$ cat src/rtl/add_result_writeback.sv
// ============================================================================
// Module      : add_result_writeback
// Description : Buffers int8 ADD result vectors in a FWFT FIFO and writes them
//               to the output SRAM with tail strobes and an almost-full stall.
//               Optional stall-cycle counter: ADD_WB_PERF_CNT_EN.
// Revision    : 1.0
// ============================================================================
`default_nettype none

module add_result_writeback #(
  parameter int MAX_VECTOR_SIZE = 8,
  parameter int FIFO_DEPTH      = 4,
  parameter int STALL_MARGIN    = 2,
  parameter int ADDR_WIDTH      = 12
) (
  input  logic                         clk,
  input  logic                         rst,
  input  logic                         start,
  input  logic [ADDR_WIDTH-1:0]        base_addr,
  input  logic [31:0]                  num_elements,
  input  logic [8*MAX_VECTOR_SIZE-1:0] data_i,
  input  logic                         valid_i,
  output logic                         stall_o,
  output logic                         mem_req_o,
  output logic [ADDR_WIDTH-1:0]        mem_addr_o,
  output logic [8*MAX_VECTOR_SIZE-1:0] mem_wdata_o,
  output logic [MAX_VECTOR_SIZE-1:0]   mem_wstrb_o,
  input  logic                         mem_ready_i,
  output logic                         busy_o,
  output logic                         done_o,
  output logic                         overflow_o,
  output logic [31:0]                  stall_cycles_o
);

  localparam int                 c_ptr_w  = $clog2(FIFO_DEPTH);
  localparam int                 c_cnt_w  = c_ptr_w + 1;
  localparam logic [c_cnt_w-1:0] c_depth  = c_cnt_w'(FIFO_DEPTH);
  localparam logic [31:0]        c_lanes  = 32'(MAX_VECTOR_SIZE);
  localparam logic [31:0]        c_margin = 32'(STALL_MARGIN);

  typedef enum logic [1:0] {
    ST_IDLE = 2'd0,
    ST_RUN  = 2'd1,
    ST_DONE = 2'd2
  } state_t;

  state_t                       r_state;
  state_t                       w_state_nxt;
  logic [ADDR_WIDTH-1:0]        r_base;
  logic [31:0]                  r_total;
  logic [31:0]                  r_tail;
  logic [31:0]                  r_widx;
  logic [31:0]                  r_rcnt;
  logic [8*MAX_VECTOR_SIZE-1:0] r_fifo [FIFO_DEPTH];
  logic [c_ptr_w-1:0]           r_wr_ptr;
  logic [c_ptr_w-1:0]           r_rd_ptr;
  logic [c_cnt_w-1:0]           r_count;
  logic                         r_overflow;
  logic                         r_stall;

  logic                         w_busy;
  logic                         w_req;
  logic                         w_pop;
  logic                         w_push;
  logic                         w_drop;
  logic                         w_full;
  logic                         w_start_ok;
  logic                         w_last_vec;
  logic                         w_last_hs;
  logic [31:0]                  w_job_tail;
  logic [31:0]                  w_job_total;
  logic [c_cnt_w-1:0]           w_count_nxt;
  logic [c_cnt_w-1:0]           w_free_nxt;
  logic [MAX_VECTOR_SIZE-1:0]   w_strb;

  assign w_busy      = (r_state == ST_RUN);
  assign w_req       = w_busy && (r_count != '0);
  assign w_pop       = w_req && mem_ready_i;
  assign w_full      = (r_count == c_depth);
  assign w_start_ok  = (r_state == ST_IDLE) && start;
  // Only the first total_vec vectors of a job are accepted; anything else is lost.
  assign w_push      = valid_i && w_busy && (r_rcnt < r_total) && (!w_full || w_pop);
  assign w_drop      = valid_i && !w_push;
  assign w_count_nxt = r_count + {{c_ptr_w{1'b0}}, w_push} - {{c_ptr_w{1'b0}}, w_pop};
  assign w_free_nxt  = c_depth - w_count_nxt;
  assign w_job_tail  = num_elements % c_lanes;
  assign w_job_total = (num_elements / c_lanes) + {31'd0, (w_job_tail != 32'd0)};
  assign w_last_vec  = (r_widx + 32'd1) == r_total;
  assign w_last_hs   = w_pop && w_last_vec;

  generate
    for (genvar i = 0; i < MAX_VECTOR_SIZE; i++) begin : g_strb
      assign w_strb[i] = !w_last_vec || (r_tail == 32'd0) || (32'(i) < r_tail);
    end
  endgenerate

  always_comb begin
    w_state_nxt = r_state;
    case (r_state)
      ST_IDLE: if (start) w_state_nxt = (w_job_total == 32'd0) ? ST_DONE : ST_RUN;
      ST_RUN:  if (w_last_hs) w_state_nxt = ST_DONE;
      ST_DONE: w_state_nxt = ST_IDLE;
      default: w_state_nxt = ST_IDLE;
    endcase
  end

  always_ff @(posedge clk or posedge rst) begin
    if (rst) begin
      r_state    <= ST_IDLE;
      r_base     <= '0;
      r_total    <= '0;
      r_tail     <= '0;
      r_widx     <= '0;
      r_rcnt     <= '0;
      r_wr_ptr   <= '0;
      r_rd_ptr   <= '0;
      r_count    <= '0;
      r_overflow <= 1'b0;
      r_stall    <= 1'b0;
    end else begin
      r_state <= w_state_nxt;
      if (w_start_ok) begin
        r_base     <= base_addr;
        r_total    <= w_job_total;
        r_tail     <= w_job_tail;
        r_widx     <= '0;
        r_rcnt     <= '0;
        r_overflow <= 1'b0;
      end
      if (w_drop) r_overflow <= 1'b1;
      if (w_push) begin
        r_wr_ptr <= r_wr_ptr + 1'b1;
        r_rcnt   <= r_rcnt + 32'd1;
      end
      if (w_pop) begin
        r_rd_ptr <= r_rd_ptr + 1'b1;
        r_widx   <= r_widx + 32'd1;
      end
      r_count <= w_count_nxt;
      // Looks at the post-edge occupancy so the stall tracks the FIFO with no extra lag.
      r_stall <= (w_state_nxt == ST_RUN) && (32'(w_free_nxt) <= c_margin);
    end
  end

  always_ff @(posedge clk) begin
    if (w_push) r_fifo[r_wr_ptr] <= data_i;
  end

`ifdef ADD_WB_PERF_CNT_EN
  logic [31:0] r_stall_cycles;

  always_ff @(posedge clk or posedge rst) begin
    if (rst) begin
      r_stall_cycles <= '0;
    end else if (w_start_ok) begin
      r_stall_cycles <= '0;
    end else if (w_req && !mem_ready_i && (r_stall_cycles != 32'hFFFF_FFFF)) begin
      r_stall_cycles <= r_stall_cycles + 32'd1;
    end
  end

  assign stall_cycles_o = r_stall_cycles;
`else
  assign stall_cycles_o = '0;
`endif

  // Request fields are forced to zero when idle so nothing undriven leaks from the FIFO array.
  assign mem_req_o   = w_req;
  assign mem_addr_o  = w_req ? (r_base + r_widx[ADDR_WIDTH-1:0]) : '0;
  assign mem_wdata_o = w_req ? r_fifo[r_rd_ptr] : '0;
  assign mem_wstrb_o = w_req ? w_strb : '0;
  assign busy_o      = w_busy;
  assign done_o      = (r_state == ST_DONE);
  assign overflow_o  = r_overflow;
  assign stall_o     = r_stall;

endmodule

`default_nettype wire
$ cat config.mk
export PLATFORM = sky130hd
export DESIGN_NAME = add_result_writeback
export DESIGN_NICKNAME = d
export VERILOG_FILES = /design/src/rtl/add_result_writeback.sv
export SDC_FILE = /design/constraint.sdc
export NUM_CORES = 1
export LEC_CHECK = 0
export CAP_MARGIN = 20
export CELL_PAD_IN_SITES_DETAIL_PLACEMENT = 0
export CELL_PAD_IN_SITES_GLOBAL_PLACEMENT = 1
export CORE_MARGIN = 2
export CORE_UTILIZATION = 50
export CTS_BUF_LIST = sky130_fd_sc_hd__clkbuf_8
export CTS_CLUSTER_DIAMETER = 100
export DETAILED_ROUTE_END_ITERATION = 16
export PLACE_DENSITY = 0.83
export SLEW_MARGIN = 5
export SYNTH_ARGS = -nofsm -noshare
export SYNTH_HDL_FRONTEND = slang
export SYNTH_SLANG_ARGS = --single-unit
export TNS_END_PERCENT = 100
$ cat constraint.sdc
create_clock -name clk -period 13.15 [get_ports clk]
set_input_delay 3.2875 -clock clk [delete_from_list [all_inputs] [get_ports clk]]
set_output_delay 3.2875 -clock clk [all_outputs]
set_load 0.05 [all_outputs]
## After elaboration in Yosys (flattened, before gate mapping)

Memories as Yosys holds them, arrays and structs flattened.
Cells that the tools add are included.

- Equality and inequality tests: 5
- Add/sub/neg operators: 9
- Mux-type cells: 14
- Order comparisons: 10
- Reductions and logical operators: 30

Operator list:

| cell | number |
|---|---|
| $mux W32 | 3 |
| $add A32 B1 Y32 const B | 2 |
| $logic_not A32 Y1 | 2 |
| $mux W64 | 1 |
| $eq A32 B32 Y1 | 1 |
| $lt A32 B32 Y1 | 1 |
| $reduce_bool A32 Y1 | 1 |
| $add A29 B1 Y30 | 1 |
| $add A12 B12 Y12 | 1 |
| $lt A3 B3 Y1 const A | 4 |
| $mux W12 | 1 |
| $logic_or A1 B1 Y1 | 10 |
| $logic_and A1 B1 Y1 | 9 |
| $mux W8 | 1 |
| $lt A1 B3 Y1 const A | 2 |
| $lt A2 B3 Y1 const A | 2 |
| $mux W2 | 3 |
| $reduce_bool A2 Y1 | 3 |
| $add A2 B1 Y2 const B | 2 |
| $eq A2 B1 Y1 const B | 2 |
| $mux W1 | 4 |
| $pmux W2 S2 | 1 |
| $add A3 B1 Y3 | 1 |
| $eq A3 B3 Y1 const B | 1 |
| 7 further kinds | 9 |

- Memories kept: 1
- Bits in writable memories: 256
- Output and inout port bits: 121
- Register bits after elaboration: 122
- Word-level logic and storage cells: 80
- Bits of input ports: 113

Memory list:

| name | depth | width | read ports | clocked after Yosys merged registers in | write ports | line | source |
|---|---|---|---|---|---|---|---|
| r_fifo | 4 | 64 | 1 | 0 | 1 | 54 | `logic [8*MAX_VECTOR_SIZE-1:0] r_fifo [FIFO_DEPTH];` |

## Logic depth before layout (Yosys ltp)

- Depth after elaboration: 10
- Gate-level depth with buffers: 19

## Worst setup path after synthesis

OpenSTA, ideal clock, no wires.

- Path kind: input -> register
- Start: input port valid_i
- End: memory r_fifo[0][0] (netlist name) (enable)
- Arrival: 6658 ps
- Buffers on the path: 2
- Stages: 8
- Path slack: 6063 ps
- Cell sequence: or4b_2 -> a211oi_1 -> o21ai_0 -> nor4_1 -> a21o_1 -> clkbuf_1 -> clkbuf_1 -> and2_1

- Word-level cells in the longest chain between the ends: 5

RTL lines:

| what | line | source |
|---|---|---|
| start: declaration | 22 | `input logic valid_i,` |
| $logic_and A1 B1 Y1 (3 in series) | 82 | `assign w_push = valid_i && w_busy && (r_rcnt < r_total) && (!w_full \|\| w_pop);` |
| $mux W1 | 146 | `if (w_push) r_fifo[r_wr_ptr] <= data_i;` |
| $mux W1 (not written as such) | 146 |  |
| end: declaration | 54 |  |

Every way passes these cells.

## Worst setup path after layout

- Start: register r_widx[0]
- End: output port mem_wstrb_o[4]

- Word-level cells in the longest chain between the ends: 6

RTL lines:

| what | line | source |
|---|---|---|
| start: declaration | 52 | `logic [31:0] r_widx;` |
| start signal: assignment | 137 | `r_widx <= r_widx + 32'd1;` |
| $add A32 B1 Y32 | 88 | `assign w_last_vec = (r_widx + 32'd1) == r_total;` |
| $eq A32 B32 Y1 | 88 |  |
| $logic_not A1 Y1 | 93 | `assign w_strb[i] = !w_last_vec \|\| (r_tail == 32'd0) \|\| (32'(i) < r_tail);` |
| $logic_or A1 B1 Y1 (2 in series) | 93 |  |
| $mux W8 | 171 | `assign mem_wstrb_o = w_req ? w_strb : '0;` |
| end: declaration | 27 | `output logic [MAX_VECTOR_SIZE-1:0] mem_wstrb_o,` |

Every way passes these cells.

==> impl_metrics.toml <==
[outcome]
status = "finished, final reports clean"

[detailed_routing]
drc_errors = 0
postRouteAntennaNets = 0
avgViaCountPerCell = 5.75
drt_iter0_drc = 738
dr.pass1.iters = 5
wl_per_cell_um = 20.2
vias = 12900
routed_wl_um = 45500

[die]
fp.dieW_um = 198
ios = 234
dieArea_mm2 = 0.0391
core_area_mm2 = 0.0368
die_h_um = 198
row_count = 70
initial_utilization_pct = 51.1

[grt]
grt_pass1_vias = 12800
grt_max_degree = 73
grt_antenna_before_repair = 1
grt_overflow = 0
grt_pass1_wl_um = 70300
grt.total_usage_pct = 23.5

[clocking]
htreeDepth = 3
clockBufferDepth = 3
numCtsBuffers = 66
cts_setup_buffers = 0
hold_buffers = 0
cts_tree = "yes"
clock-root-buffer = "clkbuf_8"
clk_latency_ns = 0.62
cts_sinks = 376
cts_resized = 0
clkTransAtPathRegs_ns = 0.06

[final_layout]
layout_commonest_cell = "edfxtp_1"
fin_area_mm2 = 0.0224
fin_nets = 1900
layout_common_cells = "edfxtp_1 (256), clkdlybuf4s50_1 (201), nand2_1 (161)"
drive_above_1_share_pct = 11.1
syn2layout_area_growth_pct = 19.0
final_cell_count_no_fill = 2250
fill_cells = 2907
postLayoutCoreUtil_pct = 60.8

[worst_setup_path]
end_kind = "output port"
rrSetupSlack_ns = 8.35
crit_family = "simple AND/OR/NAND/NOR gates"
start_kind = "flop"
cpPeakStageDelay_ns = 0.75
cp_max_fo = 10
path_cells = "ha_1, nand3_1, nor3_1, nand2_1, xnor2_1, or4_1, nor4_1, and4_1, a31oi_1, clkdlybuf4s50_1"
crit_cells = 10
crit_slowest_cell = "clkdlybuf4s50_1"
critPathKind = "reg -> out"
endpoint = "mem_wstrb_o[4]"
rr_endpoint = "r_fifo[2][28]"
r2r_start = "r_state[1]"
reg2reg_depth = 11
startpoint = "r_widx[0]"
cp.arrival_ns = 5.10
critPathRequiredTime_ns = 9.86
cp_num_buf_inv = 1

[sta]
rsz0062_at_grt = "no"
setup_viol = 0
worst_hold_slack_ns = 0.501
worst_pin_slew_ns = 0.994
final_max_slew_viol_count = 0
hold_viol_final = 0
min_period_over_period_pct = 63.8
max_slew_margin_pct = 33.8
tns_ns = 0
max_freq_mhz = 119
period_minus_slack_ns = 8.39
fin_worst_skew_ns = 0.0232

[placement]
gp_congestion = 0.960
io_buffers = 201
dpl_cell_area_mm2 = 0.0211
dp.cells = 2133
hpwl_um = 30700

[hold_path]
hold_class = "reg -> reg"

[synthesis]
synth_cell_types = 66
synth-warning-count = 0
synth-edff-count = 256
syn_area_mm2 = 0.0188
synthArstFlopShare_pct = 31.9
ys_ff_latch = 376
avgSynthCellArea_um2 = 12.3
syn_inst = 1521
yosysSeqAreaShare_pct = 56.9
synth_ff_type = "edfxtp_1"

[power_and_ir_drop]
power.density_mw_per_mm2 = 214
p_leak_nw = 8.57
ir_drop_mv = 0.218

[flow_run]
max_cap_violations = 0
area by class of cell:
type | count | area, um2 | area share, %
antenna | 2 | 5.00 | 0.0224
clock buffer | 74 | 1020 | 4.56
clock inverter | 40 | 209 | 0.935
inverter | 51 | 194 | 0.868
multi-input combinational | 1021 | 7510 | 33.6
sequential | 376 | 10700 | 47.8
tap | 468 | 586 | 2.62
timing repair buffer | 218 | 2140 | 9.57
synth_stat cells (all sizes together), types with 4 or more instances:
cell type | number | area share (%)
a211o | 13 | 0.61
a211oi | 4 | 0.16
a21o | 12 | 0.48
a21oi | 38 | 1.0
a31o | 4 | 0.19
a31oi | 10 | 0.33
and2 | 81 | 2.7
and3 | 23 | 0.77
and4 | 13 | 0.61
buf | 54 | 1.8
clkbuf | 50 | 1.0
dfrtp | 120 | 16
edfxtp | 256 | 41
ha | 51 | 3.4
inv | 51 | 1.0
mux2i | 13 | 0.69
mux4 | 64 | 7.7
nand2 | 162 | 3.2
nand2b | 6 | 0.20
nand3 | 47 | 1.3
nand4 | 39 | 1.4
nor2 | 58 | 1.2
nor2b | 5 | 0.17
nor3 | 32 | 0.85
nor3b | 9 | 0.36
nor4 | 23 | 0.83
o211ai | 7 | 0.28
o21ai | 91 | 2.4
o221ai | 4 | 0.19
o22ai | 4 | 0.13
o31ai | 19 | 0.76
or2 | 4 | 0.13
or3 | 8 | 0.27
or4 | 8 | 0.34
xnor2 | 57 | 2.7
xor2 | 39 | 1.8
worst register-to-register path: cells and delay by family, from the launching register on:
| family | cells | cell delay [ns] |
|---|---|---|
| flip-flops | 1 | 0.41 |
| AO/OA/AOI/OAI | 1 | 0.79 |
| AND/OR/NAND/NOR | 6 | 1.67 |
| buffers and inverters | 4 | 1.46 |
routing by layer:
| layer | part of all wire (%) | vias up | GRT usage, % |
|---|---|---|---|
| li1 | - | 6066 | - |
| met1 | 42 | 6393 | 30.3 |
| met2 | 48 | 397 | 38.0 |
| met3 | 7.2 | 85 | 6.39 |
| met4 | 2.9 | 0 | 9.19 |
| met5 | 0 | - | 0 |
registers in the layout, summed over array words and instances, names as in the netlist:
name / cells
r_rcnt: 32
r_total: 30
r_wr_ptr: 2
r_rd_ptr: 2
r_base: 12
r_tail: 3
r_widx: 32
r_state: 2
r_count: 3
stall_o: 1
overflow_o: 1
r_fifo: 256
through the flow:
stage	power, mW	worst slack, ns
6_report	4.78	4.76
5_1_grt	5.01	4.30
4_1_cts	4.84	4.76
3_5_place_dp	3.82	5.44
3_3_place_gp	3.80	5.57
2_1_floorplan	3.14	6.06
report_power, final:
part / total (mW) / switching (mW) / internal, mW
registers: 1.69 / 0.107 / 1.59
logic: 2.09 / 1.33 / 0.758
clock network: 0.998 / 0.477 / 0.521
worst min-delay path by stage:
stage | start | to | depth (start not counted)
4_1_cts | r_base[9] | r_base[9] | 2
3_3_place_gp | r_base[8] | r_base[8] | 2
6_report | r_base[9] | r_base[9] | 2
2_1_floorplan | r_base[0] | r_base[0] | 2
3_5_place_dp | r_base[8] | r_base[8] | 2
5_1_grt | r_base[10] | r_base[10] | 2
cells by family after synthesis:
kind of cell / Yosys count / share of synthesized area [%]
AO/OA/AOI/OAI: 239 / 8.11
XOR/XNOR: 97 / 4.64
AND/OR/NAND/NOR: 523 / 14.5
buffers and inverters: 155 / 3.80
other: 1 / 0.0200
multiplexers: 77 / 8.37
adder cells (fa/ha/maj): 53 / 3.61
flip-flops: 376 / 56.9
(Power assumes the default switching activity.)
